<file path="config.mk">
export PLATFORM = sky130hd
export DESIGN_NAME = mem_1r1w_masked_48x64_fifo
export DESIGN_NICKNAME = d
export VERILOG_FILES = /design/src/rtl/mem_1r1w_masked_48x64_fifo.sv
export SDC_FILE = /design/constraint.sdc
export NUM_CORES = 1
export LEC_CHECK = 0
export CAP_MARGIN = 20
export CORE_ASPECT_RATIO = 1.25
export CORE_MARGIN = 2
export CORE_UTILIZATION = 39
export CTS_CLUSTER_SIZE = 40
export DETAILED_ROUTE_END_ITERATION = 12
export HOLD_SLACK_MARGIN = 0.08
export PLACE_DENSITY = 0.76
export SYNTH_ARGS = -nofsm -noshare
export SYNTH_HDL_FRONTEND = slang
export SYNTH_SLANG_ARGS = --single-unit
</file>
<file path="constraint.sdc">
create_clock -name clock -period 4.65 [get_ports clock]
set_input_delay 0.6975 -clock clock [delete_from_list [all_inputs] [get_ports clock]]
set_output_delay 0.6975 -clock clock [all_outputs]
set_load 0.03 [all_outputs]
</file>
<file path="src/rtl/mem_1r1w_masked_48x64_fifo.sv">
// Valid/ready FIFO controller for the 48x64 1R1W masked macro. A 2-entry output
// buffer hides the macro's 1-cycle read latency so both sides sustain full rate.
module mem_1r1w_masked_48x64_fifo #(
  parameter int unsigned Depth = 48,
  parameter int unsigned Width = 64,
  parameter int unsigned AddrW = 6,
  parameter int unsigned MaskW = 8
) (
  input  logic             clock,
  input  logic             reset_n,
  input  logic             flush,
  input  logic             enq_valid,
  output logic             enq_ready,
  input  logic [Width-1:0] enq_data,
  output logic             deq_valid,
  input  logic             deq_ready,
  output logic [Width-1:0] deq_data,
  output logic [AddrW-1:0] count,
  output logic [AddrW-1:0] mem_waddr,
  output logic             mem_wen,
  output logic [Width-1:0] mem_wdata,
  output logic [MaskW-1:0] mem_wmask,
  output logic [AddrW-1:0] mem_raddr,
  output logic             mem_ren,
  input  logic [Width-1:0] mem_rdata
);
  localparam logic [AddrW-1:0] DepthA = AddrW'(Depth);
  localparam logic [AddrW-1:0] LastA  = AddrW'(Depth - 1);

  logic [AddrW-1:0] wr_ptr_q, wr_ptr_d;
  logic [AddrW-1:0] rd_ptr_q, rd_ptr_d;
  logic [AddrW-1:0] mem_cnt_q, mem_cnt_d;
  logic [AddrW-1:0] count_q, count_d;
  logic             rd_pend_q, rd_pend_d;
  logic [1:0]       ob_cnt_q, ob_cnt_d;
  logic             ob_hd_q, ob_hd_d;
  logic [Width-1:0] ob_q [2];
  logic [Width-1:0] ob_d [2];
  logic             active, enq_fire, deq_fire;
  logic [2:0]       ob_need;

  // Output-side decodes; everything is held off while in reset or flushing.
  always_comb begin
    active    = reset_n && !flush;
    enq_ready = active && (count_q < DepthA);
    deq_valid = active && (ob_cnt_q != 2'd0);
    enq_fire  = enq_valid && enq_ready;
    deq_fire  = deq_valid && deq_ready;
    deq_data  = ob_q[ob_hd_q];

    // Buffer slots already claimed once this cycle's pop and the in-flight read settle.
    ob_need   = {1'b0, ob_cnt_q} + {2'b00, rd_pend_q} - {2'b00, deq_fire};

    mem_wen   = enq_fire;
    mem_waddr = wr_ptr_q;
    mem_wdata = enq_data;
    mem_wmask = {MaskW{enq_fire}};
    mem_ren   = active && (mem_cnt_q != '0) && (ob_need < 3'd2);
    mem_raddr = rd_ptr_q;
    count     = count_q;
  end

  always_comb begin
    wr_ptr_d  = wr_ptr_q;
    rd_ptr_d  = rd_ptr_q;
    ob_d      = ob_q;
    rd_pend_d = mem_ren;
    ob_hd_d   = ob_hd_q ^ deq_fire;
    mem_cnt_d = mem_cnt_q + AddrW'(enq_fire) - AddrW'(mem_ren);
    ob_cnt_d  = ob_cnt_q + 2'(rd_pend_q) - 2'(deq_fire);

    if (enq_fire) begin
      wr_ptr_d = (wr_ptr_q == LastA) ? '0 : wr_ptr_q + 1'b1;
    end
    if (mem_ren) begin
      rd_ptr_d = (rd_ptr_q == LastA) ? '0 : rd_ptr_q + 1'b1;
    end
    // Returning read data lands at the tail (head + occupancy, modulo 2).
    if (rd_pend_q) begin
      ob_d[ob_hd_q ^ ob_cnt_q[0]] = mem_rdata;
    end

    if (flush) begin
      wr_ptr_d  = '0;
      rd_ptr_d  = '0;
      mem_cnt_d = '0;
      rd_pend_d = 1'b0;
      ob_cnt_d  = 2'd0;
      ob_hd_d   = 1'b0;
    end

    count_d = mem_cnt_d + AddrW'(rd_pend_d) + AddrW'(ob_cnt_d);
  end

  always_ff @(posedge clock) begin
    if (!reset_n) begin
      wr_ptr_q  <= '0;
      rd_ptr_q  <= '0;
      mem_cnt_q <= '0;
      count_q   <= '0;
      rd_pend_q <= 1'b0;
      ob_cnt_q  <= 2'd0;
      ob_hd_q   <= 1'b0;
      ob_q[0]   <= '0;
      ob_q[1]   <= '0;
    end else begin
      wr_ptr_q  <= wr_ptr_d;
      rd_ptr_q  <= rd_ptr_d;
      mem_cnt_q <= mem_cnt_d;
      count_q   <= count_d;
      rd_pend_q <= rd_pend_d;
      ob_cnt_q  <= ob_cnt_d;
      ob_hd_q   <= ob_hd_d;
      ob_q      <= ob_d;
    end
  end

endmodule

</file>
# Word-level counts from Yosys, hierarchy flattened
# Cells that the tools add are included.
# totals
elab_cells	54
mem_bits_rw	0
out_inout_bits	158
register_bits	156
latch_bits	0
inputBits	133
mem_count	0
romBits	0
# op_classes
add_sub_neg	10
n_mul	0
magnitude_cmp	5
div	0
n_mux	11
n_eq_ne	2
shifts	0
n_bitwise	5
reduce_logical	12
# ops
op	n
64-bit 2-to-1 mux	4
128-bit bitwise mux	1
64-bit demux with 1-bit select	1
6-bit 2-to-1 mux	3
6-bit by 1-bit adder with 6-bit output	2
6-bit by 1-bit adder with 6-bit output (second input constant)	2
6-bit equality test (second input constant)	2
1-bit logical AND	8
6-bit by 2-bit adder with 6-bit output	1
6-bit < comparator (second input constant)	1
6-bit nonzero test	1
6-bit by 1-bit subtractor with 6-bit output	1
2-bit >= comparator (second input constant)	2
1-bit inverter with 2-bit output	2
2-bit by 1-bit adder with 3-bit output	1
3-bit by 2-bit < comparator with 1-bit output (second input constant)	1
3-bit by 1-bit subtractor with 3-bit output	1
2-bit by 1-bit adder with 2-bit output	1
2-bit by 1-bit < comparator with 1-bit output (second input constant)	1
2-bit 2-to-1 mux	1
2-bit nonzero test	1
2-bit OR reduction	1
2-bit by 1-bit subtractor with 2-bit output	1
1-bit XOR	2
other kinds (3)	3

# Longest topological paths before layout
# Gate-level depths: netlist (run 1).
# logic_depth
depth_word	11
depth_mapped	22
ltp_nobuf	20

# Worst setup path after synthesis (run 1)
# No wires, ideal clock.
# synth_path
kind	input-to-reg
from	input flush
to	register count_q[4], in the netlist count[4]
t_arrival_ns	4.847
cell_stages	19
path_buffers	2
t_required_ns	4.580
setup_time_ns	0.070
slack_ns	-0.268
cell_sequence	nand2b_1 > buf_6 > nor2_1 > and2_1 > ha_1 > inv_1 > ha_1 > inv_1 > fa_1 > xor2_1 > nor4b_4 > buf_6 > xor2_1 > ha_1 > nor2b_1 > fa_1 > fa_1 > a311o_1 > a21oi_1
# synth_via
elab_chain_len	11
word_cells_on_any_way	18
classes_between	add/sub (6); order compare (1); mux (3); reduce/logical (8)
# synth_lines
item	line_no	rtl
start: declaration	11	input logic flush,
1-bit logical NOT	44	active = reset_n && !flush;
1-bit logical AND	44	
1-bit logical AND	46	deq_valid = active && (ob_cnt_q != 2'd0);
named net deq_valid	15	output logic deq_valid,
1-bit logical AND	48	deq_fire = deq_valid && deq_ready;
3-bit by 1-bit subtractor with 3-bit output	52	ob_need = {1'b0, ob_cnt_q} + {2'b00, rd_pend_q} - {2'b00, deq_fire};
3-bit by 2-bit < comparator with 1-bit output	58	mem_ren = active && (mem_cnt_q != '0) && (ob_need < 3'd2);
1-bit logical AND	58	
named net mem_ren	24	output logic mem_ren,
6-bit by 1-bit subtractor with 6-bit output	69	mem_cnt_d = mem_cnt_q + AddrW'(enq_fire) - AddrW'(mem_ren);
6-bit 2-to-1 mux	83	if (flush) begin
named net mem_cnt_d[0]	32	logic [AddrW-1:0] mem_cnt_q, mem_cnt_d;
6-bit by 1-bit adder with 6-bit output	92	count_d = mem_cnt_d + AddrW'(rd_pend_d) + AddrW'(ob_cnt_d);
6-bit by 2-bit adder with 6-bit output	92	
end signal: assignment	110	count_q <= count_d;
end: declaration	33	logic [AddrW-1:0] count_q, count_d;
# The timed path passes the listed nets, and every way through them passes these cells.
# A chain may end at the register's enable or synchronous reset.

# Worst setup path in the final report (run 1)
# layout_path
from	input deq_ready
to	register count_q[5], in the netlist count[5]
# layout_via
elab_chain_len	8
word_cells_on_any_way	11
classes_between	add/sub (5); order compare (1); mux (3); reduce/logical (2)
# layout_lines
item	line_no	rtl
start: declaration	16	input logic deq_ready,
1-bit logical AND	48	
3-bit by 1-bit subtractor with 3-bit output	52	
3-bit by 2-bit < comparator with 1-bit output	58	
1-bit logical AND	58	
6-bit by 1-bit subtractor with 6-bit output	69	
6-bit 2-to-1 mux	83	
named net mem_cnt_d[1]	32	
6-bit by 1-bit adder with 6-bit output	92	
6-bit by 2-bit adder with 6-bit output	92	
# The timed path passes the listed nets, and every way through them passes these cells.

==> flow_summary.toml, run 1 <==
[die]
die_w_um = 125
dieHeight_um = 156
pin_count = 291
core_area_um2 = 18100
initial_core_util = 0.397
die_area_um2 = 19500
rows = 55

[cts]
root_buffer = "clkbuf_16"
cts_tree = "built"
worstSkewPairLatency_ns = 0.43
ctsLongestPathBuffers = 2
h-tree-depth = 4
cts.reportedPaths.clkPinSlew_ns = 0.06
cts_sinks = 156
cts_buffers = 17

[final_layout]
drive_gt1_frac = 0.140
final_cells = 1187
postLayoutCellArea_um2 = 9130
fin_nets = 1095
areaGrowthSynthToFinish_pct = 27.2
n_antenna_cell = 0

[critical_path]
crit_type = "in -> reg"
cp_max_fo = 2
critPathArrivalTime_ns = 4.67
r2r_slack_ns = 0.37
max_stage_delay_ns = 0.58
critPathLaunchType = "input port"
worstPathRequired_ns = 4.95
reg2regPathDepth = 20
crit_family = "adder cells"
r2r_start = "ob_cnt_q[1]$_SDFF_PN0_"
path_cells = "clkdlybuf4s50_1, and2_1, ha_1, inv_1, ha_1, inv_1, fa_2, xor2_2, nor4b_4, xor2_1, ha_2, inv_1, fa_2, nor2_4, ha_1, a21oi_2, nor3_2, nand3b_1, mux2i_1"
crit_buf_inv = 4
slowest_stage = "fa_2"
cp-end-kind = "register"
rr_endpoint = "count[5]$_SDFF_PN0_"

[pwr]
power.density_nw_per_um2 = 445
seq_power_share = 0.375
p_sw_mw = 1.33
cellLeakagePower_nw = 3.26
finalPower_mw = 4.06
p_int_mw = 2.73
pwr-share-comb = 0.284
peakVddDrop_mv = 0.210
clkPwrFrac = 0.341
switching_share = 0.328

[route]
route.detailed.wl_per_inst_um = 14.8
antenna_left = 0
num_vias = 5858
viasPerCell = 4.94
drtIter0Drc = 317
route.detailed.drc = 0
first_pass_iters = 4
wl_mm = 17.6

[worst_hold_path]
min-delay-start = "ob_q[8]$_SDFFE_PN0P_"
hold_path_depth = 2
min_to = "ob_q[8]$_SDFFE_PN0P_"
hp-class = "reg -> reg"

[yosys]
yosys_warnings = 0
syn_nets = 1020
ys_ff_latch = 156
yosysUniqueCellTypes = 39
synth_edf_count = 0
synth_area_per_cell_um2 = 8.25
syn_area_um2 = 7180
synth_ff_type = "dfxtp_1"
async_flop_share = 0
ys_seq_area_frac = 0.435
synthCells = 871

[placed_design]
dp_hpwl_mm = 11.2
preCtsSetupSlack_ns = -0.307
gp_congestion = 0.773
dp.cells = 1154
placed_cell_area_um2 = 8490
port_buffers = 162

[timing]
skew_ns = 0.0139
rsz0062_at_grt = "no"
min_period_over_period = 0.938
fmax_ghz = 0.229
hold_violations = 0
whs_ns = 0.451
max-slew-margin-rel = 0.361
setup-violations-final = 0
worst_pin_slew_ns = 0.958
min_period_ns = 4.36
maxSlewViolCount = 0
setup_ws_ns = 0.288

[status]
outcome = "complete, no violations"

[grt]
grt_usage = 0.180
grt_remaining_overflow = 0
grt_pass1_vias = 5709
antenna_found_initial = 0
grt_start_max_net_pins = 91
grt_pass1_wl_mm = 28.4

[job]
maxCapViolCount = 0
-- repair_timing --
action	4_1_cts	5_1_grt
gates resized for setup	0	13
setup endpoints to repair	0	4
buffers inserted	0	1
hold buffers	0	0
-- sequential cells by signal, summed over array words and instances (netlist names) --
register and cells:
rd_pend_q 1, ob_q 128, mem_cnt_q 6, count 6, mem_waddr 6, ob_cnt_q 2, mem_raddr 6, ob_hd_q 1
-- cell usage in the layout (no fill, tap or decap), types with 6 or more instances in the layout --
| master | instances |
|---|---|
| nand2_1 | 266 |
| clkdlybuf4s50_1 | 159 |
| dfxtp_1 | 155 |
| a21oi_1 | 136 |
| mux2_2 | 65 |
| nor2_1 | 25 |
| clkbuf_16 | 17 |
| buf_4 | 17 |
| inv_1 | 13 |
| ha_1 | 11 |
| xnor2_1 | 8 |
| xor2_1 | 7 |
| and2_1 | 6 |
-- routing by layer --
layer,up-vias,track usage,wire (um),part of all wire
met3,56,0.0353,673,0.038
met5,-,0,0,0
met2,130,0.319,8900,0.51
met1,2750,0.203,7340,0.42
met4,0,0.0995,645,0.037
li1,2922,-,-,-
-- final cells by class --
class	instances	area [um^2]
Tap cell	228	285
Clock inverter	14	151
Inverter	15	58.8
Sequential cell	156	3120
Fill cell	1725	8970
Clock buffer	18	439
Timing Repair Buffer	179	1760
Multi-Input combinational cell	577	3310
-- power by group through the flow --
stage,Sequential [mW],Combinational (mW),Clock (mW)
after floorplan,1.56,0.816,0
after global placement,1.55,1.13,0
after detailed placement,1.55,1.15,0
after CTS,1.52,1.16,1.42
after global routing,1.54,1.26,1.48
final,1.52,1.16,1.39
-- Yosys cell counts, types with 4 or more instances --
cell type    n  area (um^2)
fa_1         4         80.1
buf_2        8         40.0
buf_4       72          541
xor2_1       8         70.1
ha_1        12          150
clkbuf_1    40          150
nand2b_1     4         25.0
nand2_1    268         1010
nor2_1      27          101
a21oi_1    137          686
mux2_2      65          732
nor2b_1      4         25.0
dfxtp_1    156         3120
and2_1       8         50.1
xnor2_1      8         70.1
nand3_1      5         25.0
inv_1       14         52.6
-- cell families (layout without fill, tap and decap cells) --
family                     count (synthesis)  after routing  share of synthesized area
buffers and inverters                    138            226                      0.113
adders and majority gates                 16             16                     0.0321
xor gates and xnor gates                  16             16                     0.0195
AOI/OAI and AO/OA                        144            144                      0.103
and+or+nand+nor                          333            333                      0.191
muxes                                     68             68                      0.106
DFF                                      156            156                      0.435
-- how the worst max path moves through the flow --
stage	depth (start not counted)	startpoint	slack [ns]	end
2_1_floorplan	19	flush	0.02	count[4]$_SDFF_PN0_
3_3_place_gp	21	flush	-0.21	count[5]$_SDFF_PN0_
3_5_place_dp	21	flush	-0.31	count[5]$_SDFF_PN0_
4_1_cts	21	flush	0.06	count[5]$_SDFF_PN0_
5_1_grt	19	deq_ready	0.17	count[5]$_SDFF_PN0_
6_report	19	deq_ready	0.29	count[5]$_SDFF_PN0_
-- worst min-delay path, stage by stage, from the launching register on --
cell	delay, ns
dfxtp_1	0.31
nand2_1	0.05
a21oi_1	0.05
-- per-stage QoR --
stage           util  TNS (ns)
3_5_place_dp   0.469     -1.15
6_report       0.505         0
4_1_cts        0.501         0
2_1_floorplan      -         0
5_1_grt        0.505         0
3_3_place_gp   0.469    -0.747
Note: power is estimated with default switching activity, not from simulation.
==> inputs of run 2 (changes only) <==
- SKIP_CTS_REPAIR_TIMING: unset -> 1
==> results of run 2 <==
The final DEF is identical to that of run 1; final timing and power are the same.
